[config.mk]
export PLATFORM = sky130hd
export DESIGN_NAME = outarb
export DESIGN_NICKNAME = d
export VERILOG_FILES = /design/src/rtl/outarb.sv
export SDC_FILE = /design/constraint.sdc
export NUM_CORES = 1
export LEC_CHECK = 0
export CAP_MARGIN = 20
export CORE_ASPECT_RATIO = 1.1
export CORE_MARGIN = 5
export CORE_UTILIZATION = 54
export DETAILED_ROUTE_END_ITERATION = 10
export GPL_TIMING_DRIVEN = 0
export HOLD_SLACK_MARGIN = 0.03
export PLACE_DENSITY = 0.86
export SYNTH_ARGS = -nofsm -noshare
export SYNTH_HDL_FRONTEND = slang
export SYNTH_SLANG_ARGS = --single-unit
[constraint.sdc]
create_clock -name clk -period 11.5 [get_ports clk]
set_input_delay 1.15 -clock clk [delete_from_list [all_inputs] [get_ports clk]]
set_output_delay 1.15 -clock clk [all_outputs]
set_load 0.1 [all_outputs]
[src/rtl/outarb.sv]
// Round-robin switch arbiter for one physical output channel.
// Locks each virtual channel to one input port from head grant to tail grant.
module outarb #(
    parameter int ROUTERID = 0,
    parameter int PCHID    = 0,
    parameter int NREQ     = 5,
    parameter int IDW      = 3
) (
    input  logic            clk,
    input  logic            rst_,
    input  logic [NREQ-1:0] ireq,
    input  logic [NREQ-1:0] ivch,
    input  logic [NREQ-1:0] ihead,
    input  logic [NREQ-1:0] itail,
    input  logic [1:0]      ivrdy,
    output logic [NREQ-1:0] ogrant,
    output logic            ogvalid,
    output logic            ogvch,
    output logic [IDW-1:0]  ogid,
    output logic [1:0]      ovbusy,
    output logic            oerr
);

    if (NREQ < 2 || NREQ > 8 || (1 << IDW) < NREQ ||
        ROUTERID < 0 || PCHID < 0) begin : g_bad_param
        $error("outarb: illegal parameter combination");
    end

    logic [IDW-1:0]       ptr_q, ptr_d;
    logic [1:0]           own_v_q, own_v_d;
    logic [1:0][IDW-1:0]  owner_q, owner_d;
    logic                 err_q, err_d;

    logic [NREQ-1:0] elig;
    logic [NREQ-1:0] gnt;
    logic            bad;
    logic            found;
    logic            gnt_vch;
    logic            gnt_head;
    logic            gnt_tail;
    logic [IDW-1:0]  gnt_id;

    // Body/tail flits rely on space reserved when their head was admitted.
    always_comb begin
        elig = '0;
        bad  = 1'b0;
        for (int i = 0; i < NREQ; i++) begin
            if (ireq[i]) begin
                if (ihead[i]) begin
                    elig[i] = !own_v_q[ivch[i]] && ivrdy[ivch[i]];
                end else if (own_v_q[ivch[i]] &&
                             owner_q[ivch[i]] == IDW'(i)) begin
                    elig[i] = 1'b1;
                end else begin
                    bad = 1'b1;
                end
            end
        end
    end

    // Two passes: indices at/after ptr first, then the wrapped-around ones.
    always_comb begin
        found    = 1'b0;
        gnt      = '0;
        gnt_id   = '0;
        gnt_vch  = 1'b0;
        gnt_head = 1'b0;
        gnt_tail = 1'b0;
        for (int i = 0; i < NREQ; i++) begin
            if (rst_ && !found && elig[i] && IDW'(i) >= ptr_q) begin
                found    = 1'b1;
                gnt[i]   = 1'b1;
                gnt_id   = IDW'(i);
                gnt_vch  = ivch[i];
                gnt_head = ihead[i];
                gnt_tail = itail[i];
            end
        end
        for (int i = 0; i < NREQ; i++) begin
            if (rst_ && !found && elig[i] && IDW'(i) < ptr_q) begin
                found    = 1'b1;
                gnt[i]   = 1'b1;
                gnt_id   = IDW'(i);
                gnt_vch  = ivch[i];
                gnt_head = ihead[i];
                gnt_tail = itail[i];
            end
        end
    end

    always_comb begin
        ptr_d   = ptr_q;
        own_v_d = own_v_q;
        owner_d = owner_q;
        err_d   = err_q | bad;
        if (found) begin
            if (gnt_id == IDW'(NREQ - 1)) begin
                ptr_d = '0;
            end else begin
                ptr_d = gnt_id + IDW'(1);
            end
            if (gnt_head && !gnt_tail) begin
                own_v_d[gnt_vch] = 1'b1;
                owner_d[gnt_vch] = gnt_id;
            end else if (!gnt_head && gnt_tail) begin
                own_v_d[gnt_vch] = 1'b0;
            end
        end
    end

    always_ff @(posedge clk) begin
        if (!rst_) begin
            ptr_q   <= '0;
            own_v_q <= '0;
            owner_q <= '0;
            err_q   <= 1'b0;
        end else begin
            ptr_q   <= ptr_d;
            own_v_q <= own_v_d;
            owner_q <= owner_d;
            err_q   <= err_d;
        end
    end

    assign ogrant  = gnt;
    assign ogvalid = found;
    assign ogvch   = gnt_vch;
    assign ogid    = gnt_id;
    assign ovbusy  = own_v_q;
    assign oerr    = err_q;

endmodule

### Word-level counts from Yosys, hierarchy flattened

Index checks and enable logic that the tools add are counted.

| word-level totals | value |
|---|---|
| input bits | 24 |
| output and inout bits | 13 |
| logic and storage cells | 220 |
| flip-flop bits (word level) | 12 |

| cells by class | value |
|---|---|
| order comparisons | 17 |
| bitwise logic cells | 4 |
| add/subtract/negate cells | 1 |
| equality and inequality tests | 5 |
| reduce and logical (&&, ||, !) cells | 62 |
| multiplexer cells | 126 |

Operator list:

| cell | count |
|---|---|
| 2-to-1 mux 1 bit | 101 |
| 2-to-1 mux 3 bit | 20 |
| logical AND 1 bit | 42 |
| zero test 1 bit | 16 |
| < comparator 1 x 2 -> 1 bit, second input constant | 6 |
| bitwise mux 6 bit | 1 |
| == test 3 x 2 -> 1 bit, second input constant | 2 |
| == test 3 bit, second input constant | 2 |
| greater-or-equal comparator 1 x 3 -> 1 bit, first input constant | 2 |
| greater-or-equal comparator 2 x 3 -> 1 bit, first input constant | 2 |
| < comparator 1 x 3 -> 1 bit, first input constant | 2 |
| < comparator 2 x 3 -> 1 bit, first input constant | 2 |
| 2-to-1 mux 2 bit | 2 |
| AND reduction 2 bit | 2 |
| adder 3 x 1 -> 3 bit, second input constant | 1 |
| demux 3 bit (select 1 bit) | 1 |
| == test 3 x 1 -> 1 bit, second input constant | 1 |
| greater-or-equal comparator 3 bit, first input constant | 1 |
| zero test 3 bit | 1 |
| < comparator 3 bit, first input constant | 1 |
| AND 2 bit | 1 |
| NOT 2 bit | 1 |
| OR 2 bit | 1 |
| nonzero test 2 bit | 1 |
| other kinds (3) | 3 |

### Depth between registers and ports, before layout

Gate-level depths: netlist of run 1.

| depth | value |
|---|---|
| depth after elaboration | 63 |
| gate-level depth with buffers | 16 |
| gate-level depth less buffers | 13 |

### Least setup slack after synthesis of run 1

OpenSTA, ideal clock, no wires.

| path | value |
|---|---|
| path type | input port to output port |
| start point | input port ivch[3] |
| end point | output port ogrant[3] |
| required time | 10.350 ns |
| arrival | 4.416 ns |
| cell stages on the path | 5 |
| path slack | 5.934 ns |
| path buffers | 0 |
| cell sequence | or3b_2 -> a311oi_1 -> o31ai_1 -> nand2b_1 -> o21ai_0 |

| between the ends | value |
|---|---|
| cells in the longest elaborated chain, start to end | 35 |
| elaborated cells on any way between the ends | 42 |
| those cells by class | 1 x eq/ne; 16 x mux; 25 x reduce/logical |

RTL lines:

| what | RTL line | RTL |
|---|---|---|
| start, declared | 12 | `input logic [NREQ-1:0] ivch,` |
| 2-to-1 mux 3 bit (not written as such) (2 in series) | 52 | `owner_q[ivch[i]] == IDW'(i)) begin` |
| == test 3 x 2 -> 1 bit | 52 |  |
| logical AND 1 bit | 51 | `end else if (own_v_q[ivch[i]] &&` |
| 2-to-1 mux 1 bit | 51 |  |
| 2-to-1 mux 1 bit (*) | 49 | `if (ihead[i]) begin` |
| 2-to-1 mux 1 bit (*) | 48 | `if (ireq[i]) begin` |
| logical AND 1 bit (2 in series) | 70 | `if (rst_ && !found && elig[i] && IDW'(i) >= ptr_q) begin` |
| 2-to-1 mux 1 bit | 70 |  |
| (+11 left out) | -- |  |
| logical AND 1 bit (3 in series) | 80 | `if (rst_ && !found && elig[i] && IDW'(i) < ptr_q) begin` |
| 2-to-1 mux 1 bit | 80 |  |
| zero test 1 bit | 80 |  |
| logical AND 1 bit (3 in series) | 80 |  |
| 2-to-1 mux 1 bit | 80 |  |
| zero test 1 bit | 80 |  |
| logical AND 1 bit (3 in series) | 80 |  |
| 2-to-1 mux 1 bit (*) | 80 |  |
| end, declared | 16 | `output logic [NREQ-1:0] ogrant,` |

Every way passes the cells marked *; elsewhere a longest branch is shown, timed or not. The select of a mux whose other input is x is not followed.

### Worst setup path after layout of run 1

| path | value |
|---|---|
| start point | input port ivch[1] |
| end point | output port ogid[0] |

| between the ends | value |
|---|---|
| cells in the longest elaborated chain, start to end | 50 |
| elaborated cells on any way between the ends | 64 |
| those cells by class | 1 x eq/ne; 26 x mux; 37 x reduce/logical |

RTL lines:

| what | RTL line | RTL |
|---|---|---|
| 2-to-1 mux 3 bit (not written as such) (2 in series) | 52 |  |
| == test 3 x 1 -> 1 bit | 52 |  |
| logical AND 1 bit | 51 |  |
| 2-to-1 mux 1 bit | 51 |  |
| 2-to-1 mux 1 bit (*) | 49 |  |
| 2-to-1 mux 1 bit (*) | 48 |  |
| logical AND 1 bit (2 in series) | 70 |  |
| 2-to-1 mux 1 bit | 70 |  |
| (+26 left out) | -- |  |
| logical AND 1 bit (3 in series) | 80 |  |
| 2-to-1 mux 1 bit | 80 |  |
| zero test 1 bit | 80 |  |
| logical AND 1 bit (3 in series) | 80 |  |
| 2-to-1 mux 1 bit | 80 |  |
| zero test 1 bit | 80 |  |
| logical AND 1 bit (3 in series) | 80 |  |
| 2-to-1 mux 3 bit (*) | 80 |  |
| end, declared | 19 | `output logic [IDW-1:0] ogid,` |

Marks and branches as above.

==> results.txt, run 1 <==
- The run finished with clean final reports.
- Of the cells placed in the final design, the portion with a size suffix greater than 1 is 7.968%.
* Max clock buf depth: 2
- Global routing finished with a remaining overflow of 0.
* Metal3 WL: 458 µm
- The count of buffers added on input and output ports is 34.
- Mapped cell area: 1531 µm²
* Required @ worst endpoint: 10.35 ns
- In the final timing run, aggregate negative setup slack is 0 ns.
- On the critical path, the stage with the largest delay is an instance of sky130_fd_sc_hd__clkdlybuf4s50_1.
* Number of setup violations in the final report: 0
- Synthesis produced 213 cells.
* Crit path arrival time: 5.41 ns
- After clock tree synthesis, the repair step resized 0 gates.
- Postcts setup bufs: 0
- Before antenna repair, the detailed router went through 5 iterations.
- Highest routing layer actually used: met4
* Worst path max stage delay: 1.00 ns
- Final GP Congestion: 0.9457
* Std cell rows: 20
* TritonCTS clock tree: done
- Maxcap violations: 0
- Root Buffer Master: sky130_fd_sc_hd__clkbuf_4
- Setup repair after global routing left no endpoint under its margin.
* Launching element type of the critical path: input pin
* Number of violations reported at the end of detailed-routing iteration 0: 170
- Routed met1 length: 1.982 mm
- Kind of end point of the critical path: output port
* Average routed wire per standard cell: 16.81 µm
- Chip Width: 60.78 µm
- After detailed routing, the met2 layer carries 2.233 mm of wire.
* Top-count cell post-synth: sky130_fd_sc_hd__nand2_1
- At the pin with the least slew margin, the transition time is 0.9769 ns.
- Of the synthesized area, sequential elements account for 15.69%.
- Entering global routing, the biggest net connects 11 pins.
- Number of global-route vias before repair: 1622
* # nets final: 279
* Area share of the largest cell type after synthesis: 15.69%
- Max transition margin: 34.67%
- The commonest cells after synthesis are sky130_fd_sc_hd__nand2_1 (30), sky130_fd_sc_hd__dfxtp_1 (12), sky130_fd_sc_hd__inv_1 (12), sky130_fd_sc_hd__mux2i_1 (12), sky130_fd_sc_hd__nand3_1 (12).
- Hold-fix buffers, CTS: 0
* Clock latency of the later-clocked register in the worst-skew pair: 0.28 ns
- The count of nets left with antenna violations once routing finished came out at 0.
* Number of sinks on the clock net: 12
- The total area inside the core boundary comes to 2753 µm².
* Largest delay share family, worst path: simple AND/OR/NAND/NOR gates
* Maximum net fanout on the critical path: 9
- Synth Area per Inst: 7.190 µm²
* Die ar.: 4002 µm²
- The min-delay analysis places its worst path in the category reg -> reg.
- Power density over cell area: 92.53 nW/µm²
- Across every metal layer, demand over resource in global routing totals 24.82%.
- For this configuration, the core starts out at a cell density of 55.64%.
- Fraction of registers with async set or reset after synthesis: 0%
* Peak ir drop on the vdd network: 0.08882 mV
* Number of enable-type register cells in the synthesized netlist: 0
* Routed via count divided by cell count: 6.528
- Summing all multi-input logic gate instances after layout gives 1201 µm².
- Number of hold violations in the final report: 0
- Fin. max-slew vios: 0
- For this run, the number of Yosys warnings is 0.
- Sum of net half-perimeters after detailed placement: 3.801 mm
* Static power due to leakage: 0.0008279 µW
* Period Utilization, post-route: 57.04%
* Cell taking the most area after synthesis: sky130_fd_sc_hd__dfxtp_1
- The sequential cells in the finished layout cover a total of 240.2 µm².
* First-pass GRT wire length: 7.728 mm
- Total number of H-tree levels: 1
- Inserted Clock Buffers: 3
- Wires add up to 4.774 mm.
- The signal on the critical path passes through clkdlybuf4s50_1 -> or4b_2 -> a2111oi_1 -> or2_2 -> o21a_2 -> buf_6 -> nor3_1 -> and3_1 -> nor3_1 -> inv_1 -> clkdlybuf4s50_1.
- Antenna diode count: 0
- Fmax: 0.1524 GHz
- Count of vias placed by the detailed router: 1854
* Fill cell count: 252
* Leading post-synthesis cells by cell area: sky130_fd_sc_hd__dfxtp_1 (16%), sky130_fd_sc_hd__mux2i_1 (7.8%), sky130_fd_sc_hd__nand2_1 (7.4%)
- Counting every net in the synthesized netlist gives 240.
- The number of buffers and inverters on the critical path is 4.
- Clock-pin slew of the registers on the worst-case setup and hold paths: 0.07 ns
* Setup clock skew after layout: 0.004990 ns
* Antenna violations before repair: 0
- Count of state elements after synthesis: 12
* Floorplan die height: 65.86 µm
* Number of top-level pins: 37
* Number of library cell types mapped by synthesis: 56
* DRC violations left: 0
- The tightest hold path in the finished design has a slack of 0.5028 ns.
- The critical path is of the in -> out type.
- Min cycle time layout: 6.560 ns
- Prevailing post-synth register cell: sky130_fd_sc_hd__dfxtp_1
- Layout overhead on the synthesized area: 27.29%
final cells by class:
cell class / count / share of cell area [%]
Clock buffer: 4 / 1.861
Tap cell: 33 / 2.118
Sequential cell: 12 / 12.32
Inverter: 12 / 2.311
Timing Repair Buffer: 34 / 17.46
Multi-Input combinational cell: 180 / 61.62
Buffer: 9 / 2.311
where the power goes:
part           switching, µW  internal, µW
clock network           14.6          19.3
registers               3.79          44.1
logic                   65.1          33.6
total                   83.4          97.0
logic make-up (layout without fill, tap and decap cells):
kind of cell | count (synthesis) | in the layout | synth area share [%]
muxes | 14 | 14 | 9.314
and+or+nand+nor | 107 | 107 | 38.81
DFF | 12 | 12 | 15.69
AOI/OAI and AO/OA | 56 | 56 | 27.86
buffers and inverters | 21 | 59 | 5.882
adders and majority gates | 3 | 3 | 2.451
final timing paths:
path         cells past startpoint  slack (ns)                 endpoint               startpoint
max                             11        4.94                  ogid[0]                  ivch[1]
min                              1        0.50          oerr$_SDFF_PN0_          oerr$_SDFF_PN0_
max reg2reg                     15        7.18  owner_q[0]$_SDFFE_PN0P_  owner_q[2]$_SDFFE_PN0P_
min reg2reg                      1        0.50          oerr$_SDFF_PN0_          oerr$_SDFF_PN0_
metal layers:
metal  vias to the layer above  GRT usage, %
li1                        891             -
met1                       861         33.33
met2                        89         39.84
met3                        13         4.297
met4                         0         7.588
met5                         -             0
stage by stage:
step           total power, µW  instances  cell area, µm²  setup WS, ns  utilization [%]
2_1_floorplan            117.6        213            1531         5.934                -
3_3_place_gp             144.7        280            1913         5.021            69.50
3_5_place_dp             145.7        280            1913         4.949            69.50
4_1_cts                  178.6        284            1949         4.954            70.82
5_1_grt                  189.7        284            1949         4.696            70.82
6_report                 180.4        284            1949         4.940            70.82
cell usage in the layout (no fill, tap or decap), types with 3 or more instances in the layout:
master,Yosys,routed
sky130_fd_sc_hd__o21ai_0,5,5
sky130_fd_sc_hd__a21oi_1,7,7
sky130_fd_sc_hd__nand2_1,30,30
sky130_fd_sc_hd__and2_1,3,3
sky130_fd_sc_hd__clkbuf_4,0,3
sky130_fd_sc_hd__a221oi_1,3,3
sky130_fd_sc_hd__a21o_1,4,4
sky130_fd_sc_hd__o21bai_1,3,3
sky130_fd_sc_hd__clkdlybuf4s50_1,0,34
sky130_fd_sc_hd__inv_1,12,12
sky130_fd_sc_hd__or4bb_1,3,3
sky130_fd_sc_hd__o31ai_1,3,3
sky130_fd_sc_hd__nand3b_1,5,5
sky130_fd_sc_hd__dfxtp_1,12,12
sky130_fd_sc_hd__nor3_1,8,8
sky130_fd_sc_hd__a31oi_1,5,5
sky130_fd_sc_hd__mux2i_1,12,12
sky130_fd_sc_hd__and3_1,3,3
sky130_fd_sc_hd__nor3b_1,3,3
sky130_fd_sc_hd__nand3_1,12,12
sky130_fd_sc_hd__ha_1,3,3
sky130_fd_sc_hd__nor2_1,11,11
sky130_fd_sc_hd__or4_1,3,3
sky130_fd_sc_hd__buf_2,3,3
sky130_fd_sc_hd__nand2b_1,6,6
sky130_fd_sc_hd__or3_1,4,4
sky130_fd_sc_hd__or2_2,3,3
sky130_fd_sc_hd__or3b_2,3,3
sky130_fd_sc_hd__clkbuf_1,5,5
(Power assumes the default switching activity.)
==> inputs of run 2 (changes only) <==
- CORE_UTILIZATION: 54 -> 50
- PLACE_DENSITY: 0.86 -> 0.81
- clock period: 11.5 -> 6.8 ns (I/O delays scaled with it)
==> run 2 against run 1 <==
Compared with the run above:
- critical path depth down 1
- global-route usage down 2.9 points
- register-to-register slack worse by 4.6 ns
- final cell count up 0.35%
- clock skew up 0.0038 ns
- wire length down 1.5%
- setup slack worse by 3.7 ns
- critical path type unchanged
- critical endpoint is now ogid[1]
- largest cell class unchanged
- highest routed layer unchanged
==> results.txt, run 2 (synthesized netlist as in run 1, its figures left out) <==
* Run status: complete, no violations (unchanged)
- The insertion delay to the later sink of the worst-skew pair is 0.28 ns (about the same).
- The switching portion of total power came to 45.95% (was 46.24%).
- Power density over cell area: 155.6 nW/µm² (was 92.53 nW/µm²)
* # nets final: 279 (unchanged)
* Period Utilization, post-route: 82.20%
- The number of buffers inserted during clock tree synthesis came to 3 (unchanged).
- Launching element type of the critical path: input pin (unchanged)
* Chip Width: 62.77 µm (was 60.78 µm)
* Cell with the largest stage delay on the worst path: sky130_fd_sc_hd__clkdlybuf4s50_1 (unchanged)
- Part of the total power dissipated in sequential elements: 26.9% (was 26.6%)
* Min cycle time layout: 5.589 ns
* Relative contribution of combinational cells to total power: 54.3% (was 54.7%)
* Static power due to leakage: 0.0008279 µW (unchanged)
- First-pass GRT wire length: 7.610 mm (was 7.728 mm)
* Endpoint with the worst hold slack: oerr$_SDFF_PN0_ (unchanged)
- Cell Chain, Critical Path: clkdlybuf4s50_1 -> or4b_1 -> a211o_1 -> a211oi_4 -> o21ai_0 -> nand3_1 -> nor3_1 -> a211oi_1 -> inv_1 -> clkdlybuf4s50_1 (was clkdlybuf4s50_1 -> or4b_2 -> a2111oi_1 -> or2_2 -> o21a_2 -> buf_6 -> nor3_1 -> and3_1 -> nor3_1 -> inv_1 -> clkdlybuf4s50_1)
- Number of sinks on the clock net: 12 (unchanged)
- Fraction of layout instances using a drive strength above 1: 7.968% (unchanged)
* Total Negative Setup Slacks: 0 ns (unchanged)
- The number of port buffers is 34 (unchanged).
* Overall overflow remaining after global route: 0 (unchanged)
- Max clock buf depth: 2 (unchanged)
- The final wirelength is 4.701 mm (was 4.774 mm).
- Pin count of the biggest net entering global routing: 11 (unchanged)
* R2r worst-path depth: 15 (unchanged)
- Largest delay share family, worst path: buffers and inverters (was simple AND/OR/NAND/NOR gates)
- Leading cell type in the layout, fill and taps excluded: sky130_fd_sc_hd__clkdlybuf4s50_1 (unchanged)
- Gates resized, CTS repair: 0 (unchanged)
- The number of global-route vias before repair came to 1617 (was 1622).
- The number of rows created at floorplan came to 21 (was 20).
- Worst Path Buf+Inv: 3 (was 4)
- Fill cell count: 281 (was 252)
* DRC violations left: 0 (unchanged)
* Maxcap violations: 0 (unchanged)
- Antenna diode count: 0 (unchanged)
- The root buffer selected by CTS was sky130_fd_sc_hd__clkbuf_4 (unchanged).
- The number of cells on the worst hold path was 1 (unchanged).
- Floorplan die height: 68.05 µm (was 65.86 µm)
* Worst path max stage delay: 1.01 ns (was 1.00 ns)
- Overall power of the completed layout: 303.5 µW (was 180.4 µW)
- The largest voltage drop on the vdd net is 0.1503 mV (was 0.08882 mV).
* Worst path most repeated cell: sky130_fd_sc_hd__clkdlybuf4s50_1
* Maximum net fanout on the critical path: 8 (was 9)
* Required @ worst endpoint: 6.12 ns (was 10.35 ns)
* RSZ-0062 raised after global routing: no (unchanged)
- Setup clock skew after layout: 0.008807 ns (was 0.004990 ns)
- The number of antenna violations at the first check in global routing was 0 (unchanged).
- The smallest setup slack after layout is 1.211 ns (was 4.940 ns).
- Psw: 139.5 µW (was 83.40 µW)
- The relative slew slack came to 34.35% (was 34.67%).
- The post-CTS clock slew at the launch and capture registers of the worst setup and hold paths was 0.07 ns (about the same).
- Count of vias placed by the detailed router: 1828 (was 1854)
* Starting density of the core: 51.13% (was 55.64%)
- The detail-routed net length per standard cell was 16.49 µm (was 16.81 µm).
- Number of violations reported at the end of detailed-routing iteration 0: 150 (was 170)
- The hold-fix buffer count after cts is 0 (unchanged).
* Internal Power: 164.1 µW (was 96.98 µW)
- Total number of H-tree levels: 1 (unchanged)
* Type of the tightest min-delay check: reg -> reg (unchanged)
* TritonCTS clock tree: done (unchanged)
- The clock network power share came to 18.8% (was 18.7%).
- The post-placement worst setup slack came to 1.257 ns (was 4.949 ns).
- The floorplan core area was 2995 µm² (was 2753 µm²).
- Worst reg-to-reg setup slack: 2.59 ns (was 7.18 ns)
- Kind of end point of the critical path: output port (unchanged)
- Fin Hold WS: 0.4959 ns (was 0.5028 ns)
* Number of top-level pins: 37 (unchanged)
* Number of hold violations in the final report: 0 (unchanged)
- The detailed-route vias per instance came to 6.414 (was 6.528).
- Postcts setup bufs: 0 (unchanged)
- The final estimated routing congestion in global placement came to 0.9789 (was 0.9457).
- Fin. max-slew vios: 0 (unchanged)
- The kind of critical path is in -> out (unchanged).
- Commonest cells after routing, fill and taps aside: sky130_fd_sc_hd__clkdlybuf4s50_1 (34), sky130_fd_sc_hd__nand2_1 (30) (unchanged)
* Die ar.: 4271 µm² (was 4002 µm²)
* Startpoint of the most critical hold path: oerr$_SDFF_PN0_ (unchanged)
* GRT Overall Usage: 21.94% (was 24.82%)
- The final setup violation count came to 0 (unchanged).
* Layout overhead on the synthesized area: 27.37% (was 27.29%)
* DRT Pass-1 Iters: 5 (unchanged)
- The endpoint arrival time on the critical path is 4.91 ns (was 5.41 ns).
- Sum of net half-perimeters after detailed placement: 3.748 mm (was 3.801 mm)
- Fmax: 0.1789 GHz
- Number of nets with antenna violations after routing: 0 (unchanged)
- The actual slew at the worst max-slew pin was 0.9817 ns (was 0.9769 ns).
run 2: worst max path at each step:
stage	startpoint	to	slack, ns	cells after the start
final	ivch[0]	ogid[1]	1.21	10
after global routing	ivch[0]	ogid[1]	0.96	10
after CTS	ivch[0]	ogid[1]	1.23	10
after detailed placement	ivch[0]	ogid[0]	1.26	11
after global placement	ivch[0]	ogid[0]	1.22	11
after floorplan	flop	ogrant[3]	1.79	7
run 2: area by class of cell:
| cell class | instances | area, µm² | share of cell area [%] |
|---|---|---|---|
| Timing Repair Buffer | 34 | 340.3 | 17.45 |
| Tap cell | 34 | 42.54 | 2.181 |
| Inverter | 12 | 45.04 | 2.309 |
| Sequential cell | 12 | 240.2 | 12.32 |
| Buffer | 9 | 45.04 | 2.309 |
| Clock buffer | 4 | 36.28 | 1.860 |
| Multi-Input combinational cell | 180 | 1201 | 61.58 |
run 2: layer usage:
| metal | vias up | track usage, % | routed length (µm) |
|---|---|---|---|
| li1 | 886 | - | - |
| met2 | 72 | 37.95 | 2236 |
| met3 | 11 | 1.642 | 294 |
| met5 | - | 0 | 0 |
| met4 | 0 | 9.019 | 94 |
| met1 | 859 | 28.47 | 2076 |
run 2: through the flow:
stage / area [µm²] / instances / utilization (%)
3_3_place_gp: 1914 / 281 / 63.91
5_1_grt: 1951 / 285 / 65.12
3_5_place_dp: 1914 / 281 / 63.91
4_1_cts: 1951 / 285 / 65.12
6_report: 1951 / 285 / 65.12
2_1_floorplan: 1531 / 213 / -
run 2: worst reg2reg max path, delay by kind of cell (launching register included):
kind | cells | cell delay, ns
AOI/OAI and AO/OA | 5 | 1.55
adders and majority gates | 1 | 0.29
buffers and inverters | 2 | 0.49
DFF | 1 | 0.40
and+or+nand+nor | 7 | 1.35
run 2: power groups by stage:
stage / logic [µW] / clock network, µW / registers [µW]
after floorplan: 112 / 0 / 87.2
after global placement: 163 / 0 / 82.5
after detailed placement: 163 / 0 / 82.9
after CTS: 164 / 58.6 / 81.2
after global routing: 176 / 60.9 / 82.2
final: 165 / 57.0 / 81.7
==> inputs of run 3 (changes only) <==
- CORE_UTILIZATION: 50 -> 45
- PLACE_DENSITY: 0.81 -> 0.77
- clock period: 6.8 -> 4.6 ns (I/O delays scaled with it)
==> run 3 against run 2 <==
Compared with the run above:
- first-iteration DRC count down 23%
- clock skew down 0.0034 ns
- final cell count up 1.4%
- largest power group unchanged
==> results.txt, run 3 (synthesized netlist as in run 1, its figures left out) <==
* Period Utilization, post-route: 95.84%
- The first-pass GRT wire length is 7.900 mm (was 7.610 mm).
* Root Buffer Master: sky130_fd_sc_hd__clkbuf_4 (unchanged)
- The count of clock tree sinks was 12 (unchanged).
- The number of rows created at floorplan was 22 (was 21).
- The number of maximum-capacitance violations was 0 (unchanged).
- RSZ-0062 raised after global routing: no (unchanged)
* Kind of end point of the critical path: output port (unchanged)
- The total overflow reported by the global router is 0 (unchanged).
- Number of nets with antenna violations after routing: 0 (unchanged)
- The max-slew violation count is 0 (unchanged).
* Worst Slack Setup Final: 0.1914 ns (was 1.211 ns)
* Power density over cell area: 223.8 nW/µm² (was 155.6 nW/µm²)
- The path class of the lowest-slack min-delay path is reg -> reg (unchanged).
- Layout overhead on the synthesized area: 29.98% (was 27.37%)
* Pin count of the biggest net entering global routing: 11 (unchanged)
* Worst setup slack after placement: -0.5819 ns (was 1.257 ns)
- The layout cell share with drive strength beyond 1 is 13.04% (was 7.968%).
* Die ar.: 4671 µm² (was 4271 µm²)
- Crit path arrival time: 3.95 ns (was 4.91 ns)
- The number of DRC violations after detailed routing is 0 (unchanged).
- The die height came to 71.19 µm (was 68.05 µm).
* Starting density of the core: 46.36% (was 51.13%)
- Endpoint with the worst hold slack: oerr$_SDFF_PN0_ (unchanged)
- The detail-routed net length per standard cell is 16.76 µm (was 16.49 µm).
- Worst reg-to-reg setup slack: 0.45 ns (was 2.59 ns)
* Fin Hold WS: 0.4866 ns (was 0.4959 ns)
- The worst hold path startpoint is oerr$_SDFF_PN0_ (unchanged).
* Count of vias placed by the detailed router: 1803 (was 1828)
- The final estimated routing congestion in global placement came to 0.9428 (was 0.9789).
* Number of top-level pins: 37 (unchanged)
- Core Footprint: 3303 µm² (was 2995 µm²)
- Commonest cells after routing, fill and taps aside: sky130_fd_sc_hd__nand2_1 (30), sky130_fd_sc_hd__clkdlybuf4s50_1 (24), sky130_fd_sc_hd__inv_1 (12), sky130_fd_sc_hd__mux2i_1 (12), sky130_fd_sc_hd__nand3_1 (12) (was sky130_fd_sc_hd__clkdlybuf4s50_1 (34), sky130_fd_sc_hd__nand2_1 (30))
- Endpoint of the most critical register-to-register path: owner_q[1]$_SDFFE_PN0P_
- The startpoint type of the worst setup path is an input pin (unchanged).
- Run status: complete, no violations (unchanged)
- The horizontal die dimension is 65.62 µm (was 62.77 µm).
* Setup clock skew after layout: 0.005370 ns (was 0.008807 ns)
- The most common library cell in the layout ignoring fill and taps was sky130_fd_sc_hd__nand2_1 (was sky130_fd_sc_hd__clkdlybuf4s50_1).
- Number of hold violations in the final report: 0 (unchanged)
- Peak ir drop on the vdd network: 0.2548 mV (was 0.1503 mV)
- Util after Layout: 60.27% (was 65.12%)
- Required @ worst endpoint: 4.14 ns (was 6.12 ns)
- Number of stages on the worst hold path: 1 (unchanged)
- Max clock buf depth: 2 (unchanged)
* Total number of H-tree levels: 1 (unchanged)
- Antenna violations before repair: 0 (unchanged)
- Worst setup path category: in -> out (unchanged)
- The leakage power was 0.0009006 µW (was 0.0008279 µW).
- Number of setup violations in the final report: 0 (unchanged)
- Hold-fix buffers, CTS: 0 (unchanged)
* Min cycle time layout: 4.409 ns
* GRT Overall Usage: 20.79% (was 21.94%)
- The insertion delay to the later sink of the worst-skew pair is 0.27 ns (was 0.28 ns).
* Cell area after placement: 1919 µm² (was 1914 µm²)
* Inserted Clock Buffers: 3 (unchanged)
- The post-CTS clock slew at the launch and capture registers of the worst setup and hold paths is 0.07 ns (about the same).
- # nets final: 281 (was 279)
- Antenna diode count: 0 (unchanged)
* DRT Pass-1 Iters: 4 (was 5)
* Routed via count divided by cell count: 6.239 (was 6.414)
- The worst-path maximum fanout is 6 (was 8).
- Max transition margin: 34.00% (was 34.35%)
- The number of global-route vias before repair is 1707 (was 1617).
- TritonCTS clock tree: done (unchanged)
- The final wirelength is 4.845 mm (was 4.701 mm).
- The area of all placed cells without fillers is 1991 µm² (was 1951 µm²).
* Actual transition at the worst max-transition pin: 0.9884 ns (was 0.9817 ns)
- R2r worst-path depth: 16 (was 15)
- Sum of net half-perimeters after detailed placement: 3.830 mm (was 3.748 mm)
- Derived from the worst setup path, the maximum achievable clock frequency is 0.2268 GHz.
- The number of design-rule violations left by the first detailed-router iteration came to 116 (was 150).
- Number of buffers added on ports: 34 (unchanged)
==> run 3: changes by cell type in the layout (fill, tap and decap cells not counted), sizes merged <==
cell           before  now
clkbuf              9   13
clkdlybuf4s50      34   24
buf                 4    6
dlygate4sd2         0    2
clkdlybuf4s15       0    1
dlymetal6s2s        0    3
==> run 3: area by class of cell <==
class | count | area (µm²)
plain buffers | 9 | 45.04
clock buffers | 4 | 36.28
fillers | 322 | 1313
inverters | 12 | 45.04
multi-input cells | 180 | 1235
flip-flops and latches | 12 | 242.7
well taps | 36 | 45.04
repair buffers | 36 | 341.6
==> run 3: stage by stage <==
step           cells  total power, µW  TNS [ns]
2_1_floorplan    213            294.2         0
3_3_place_gp     283            363.9    -2.631
3_5_place_dp     283            365.0    -2.952
4_1_cts          287            443.5  -0.02450
5_1_grt          289            469.0         0
6_report         289            445.5         0
==> run 3: critical path, stage by stage <==
cell and delay, ns:
sky130_fd_sc_hd__clkdlybuf4s50_1 0.50, sky130_fd_sc_hd__or4b_2 0.70, sky130_fd_sc_hd__a2111oi_4 0.39, sky130_fd_sc_hd__or2_2 0.22
sky130_fd_sc_hd__o21ai_0 0.22, sky130_fd_sc_hd__nand3_1 0.23, sky130_fd_sc_hd__nor3_1 0.08, sky130_fd_sc_hd__o31a_1 0.34
sky130_fd_sc_hd__or2_2 0.33, sky130_fd_sc_hd__clkdlybuf4s15_2 0.47
==> run 3: timing repair <==
action	CTS	global route
setup endpoints to repair	7	17
buffers inserted	0	2
pin swaps	0	2
resized for setup	11	15
==> run 3: worst max path at each step <==
stage	startpoint	to	slack, ns	cells past startpoint
6_report	ivch[1]	ogvch	0.19	10
5_1_grt	ivch[1]	owner_q[2]$_SDFFE_PN0P_	0.008	16
4_1_cts	ivrdy[1]	ogid[1]	-0.02	10
3_5_place_dp	ivch[0]	ogid[0]	-0.58	11
3_3_place_gp	ivch[0]	ogid[0]	-0.57	11
2_1_floorplan	flop	flop	0.18	15
==> run 3: power breakdown <==
group	internal [µW]	total (µW)	switching, µW
Clock	48.1	81.3	33.3
Combinational	80.5	244	164
Sequential	111	120	9.54
Total	239	446	206
==> run 3: per-layer routing <==
metal / track usage, % / vias up / routed length (µm)
li1: - / 891 / -
met1: 28.05 / 834 / 2034
met2: 34.63 / 65 / 2353
met3: 1.111 / 13 / 332
met4: 7.373 / 0 / 125
met5: 0 / - / 0
==> RTL edit (flow settings as in run 2) <==
The parameter `NREQ` goes from 5 to 6.
--- a/src/rtl/outarb.sv
+++ b/src/rtl/outarb.sv
@@ -5,3 +5,3 @@
     parameter int PCHID    = 0,
-    parameter int NREQ     = 5,
+    parameter int NREQ     = 6,
     parameter int IDW      = 3
Interface: changed (5 resized); port bits go from 37 to 42. No check against the original RTL was run, so the function may have changed too.
==> RTL edit against run 2 <==
Wire length grew 38%. Sequential cell count is the same. Design area increased by 27%. Largest power group unchanged. Setup slack better by 0.096 ns. Register-to-register slack gained 0.29 ns. Sequential power is 17% higher. Synthesized area rose by 29%. Total power is 71% higher.
==> RTL edit: results (changes against run 2) <==
[metrics] wire length after detailed routing: 6490 um (+38%)
[metrics] endpoints failing hold: 0 (unchanged)
[metrics] total number of vias: 2402 (+31%)
[metrics] FFs w/ async S/R, synth: 0 (unchanged)
[metrics] cell types with the largest area share after synthesis: dfxtp_1 (12%), nand2_1 (5.7%), nor2_1 (4.0%)
[metrics] clock buffers created by TritonCTS: 3 (unchanged)
[metrics] Placed Instance Area: 2420 um2 (+27%)
[metrics] Crit Path Max Fanout: 7 (-1)
[metrics] antenna cells: 0 (unchanged)
[metrics] vias in the first global route: 2199 (+36%)
[metrics] final setup skew: 0.00246 ns (-0.00635 ns)
[metrics] worst endpoint data arrival time: 4.81 ns (-0.10 ns)
[metrics] number of violations reported at the end of detailed-routing iteration 0: 254 (+69%)
[metrics] synthesized-area fraction occupied by xor and xnor cells: 0 (unchanged)
[metrics] Synth Flop Type: dfxtp_1
[metrics] post-cts resize count: 0 (unchanged)
[metrics] fraction of the mapped netlist area in adder cells: 0.00636 (-0.0182)
[metrics] share of synthesized area spent on multiplexers: 0.0312 (-0.0620)
[metrics] count of different cell masters after synthesis: 77 (+38%)
[metrics] Worst-path clk slew: 0.05 ns (-0.02 ns)
[metrics] number of buffers inserted by post-CTS setup repair: 0 (unchanged)
[metrics] count of nets after finishing: 333 (+19%)
[metrics] Hold/Removal Path Class: reg2reg
[metrics] Lkg Pwr: 0.869 nW (+5.0%)
[metrics] run status: finished, final reports clean
[metrics] clock tree buffer depth: 2 (unchanged)
[metrics] total of fill cells in the finished design: 324 (+15%)
[metrics] antenna violations before repair: 0 (unchanged)
[metrics] Worst IR Drop VDD: 0.185 mV (+23%)
[metrics] leading post-synthesis cells by instance count: nand2_1 (30), nor2_1 (21), dfxtp_1 (12)
[metrics] relative max-transition margin: 0.344 (+0.000839)
[metrics] drt first pass iters: 5 (unchanged)
[metrics] GRT Resource Usage Total: 0.247 (+0.0278)
[metrics] CTS Root Cell: clkbuf_8
[metrics] compound-cell area share of the yosys netlist: 0.360 (+0.0812)
[metrics] fraction of final layout cells with drive strength greater than 1: 0.139 (+0.0589)
[metrics] nets in the synthesized netlist: 289 (+20%)
[metrics] synth warn: 0 (unchanged)
[metrics] maximum number of pins on one net before global-route repair: 11 (unchanged)
[metrics] proportion of synthesized chip area in sequential cells: 0.122 (-0.0348)
[metrics] level count of the clock H-tree: 1 (unchanged)
[metrics] placed wire-length estimate after detailed placement: 5140 um (+37%)
[metrics] Skew-Pair Late Insertion Delay: 0.24 ns (-0.04 ns)
[metrics] global-route wire length before repair: 10500 um (+38%)
[metrics] weighted congestion at the end of routability-driven global placement: 0.988 (+0.94%)
[metrics] number of I/O port buffers: 39 (+15%)
-- RTL edit: changes by cell type in the layout (fill, tap and decap cells not counted), moves of 4 or more --
cell,change
o311a_1,+5
a31oi_1,-4
mux2i_1,-7
clkdlybuf4s50_1,+5
nand4_1,+7
nor2b_1,+8
nor2_1,+10
o211ai_1,+5
nor4_2,+4
-- RTL edit: stage by stage --
step                 util  worst slack [ns]  cells  total power [mW]
finish              0.640              1.31    355             0.520
global route        0.640              1.12    355             0.550
CTS                 0.640              1.38    355             0.517
detailed placement  0.626              1.39    351             0.437
global placement    0.626              1.38    351             0.434
floorplan               -              1.21    260             0.348
-- RTL edit: logic make-up (layout without fill, tap and decap cells) --
| kind of cell | count (synthesis) | after routing |
|---|---|---|
| simple gates | 144 | 144 |
| compound gates | 78 | 78 |
| buf+inv | 19 | 62 |
| flops | 12 | 12 |
| mux | 6 | 6 |
| fa+ha+maj | 1 | 1 |
-- RTL edit: path summary, 6_finish.rpt --
| check | start | endpoint | slack [ns] | depth (start not counted) |
|---|---|---|---|---|
| hold / removal | oerr | oerr | 0.56 | 2 |
| setup reg to reg | flip-flop | owner_q[3] | 2.88 | 14 |
| hold reg to reg | oerr | oerr | 0.56 | 2 |
| setup / recovery | ivch[0] | ogvch | 1.31 | 10 |
-- RTL edit: final cells by class --
type                    instances  area, um2  share of cell area
plain buffers                  10       45.0              0.0182
clock buffers                   4       55.1              0.0222
inverters                       9       33.8              0.0136
multi-input cells             229       1650               0.665
flip-flops and latches         12        240              0.0969
well taps                      52       65.1              0.0262
repair buffers                 39        390               0.157
-- RTL edit: routing by layer --
layer	vias up	track usage	routed length [um]
met5	-	0	0
met4	0	0.109	173
met3	23	0.0422	484
met2	125	0.420	3090
met1	1135	0.313	2750
li1	1119	-	-
-- RTL edit: power by group --
| group | switching, mW | internal, mW |
|---|---|---|
| Clock | 0.0274 | 0.0512 |
| Combinational | 0.234 | 0.112 |
| Sequential | 0.0151 | 0.0807 |
-- RTL edit: critical path, cell delays in order --
cell and delay [ns]:
clkdlybuf4s50_1 0.64, or4b_1 0.52, a211o_4 0.39, a211oi_2 0.49
mux2i_1 0.30, o22ai_2 0.14, o211ai_4 0.30, o311ai_1 0.19
o21a_1 0.20, clkdlybuf4s50_1 0.96
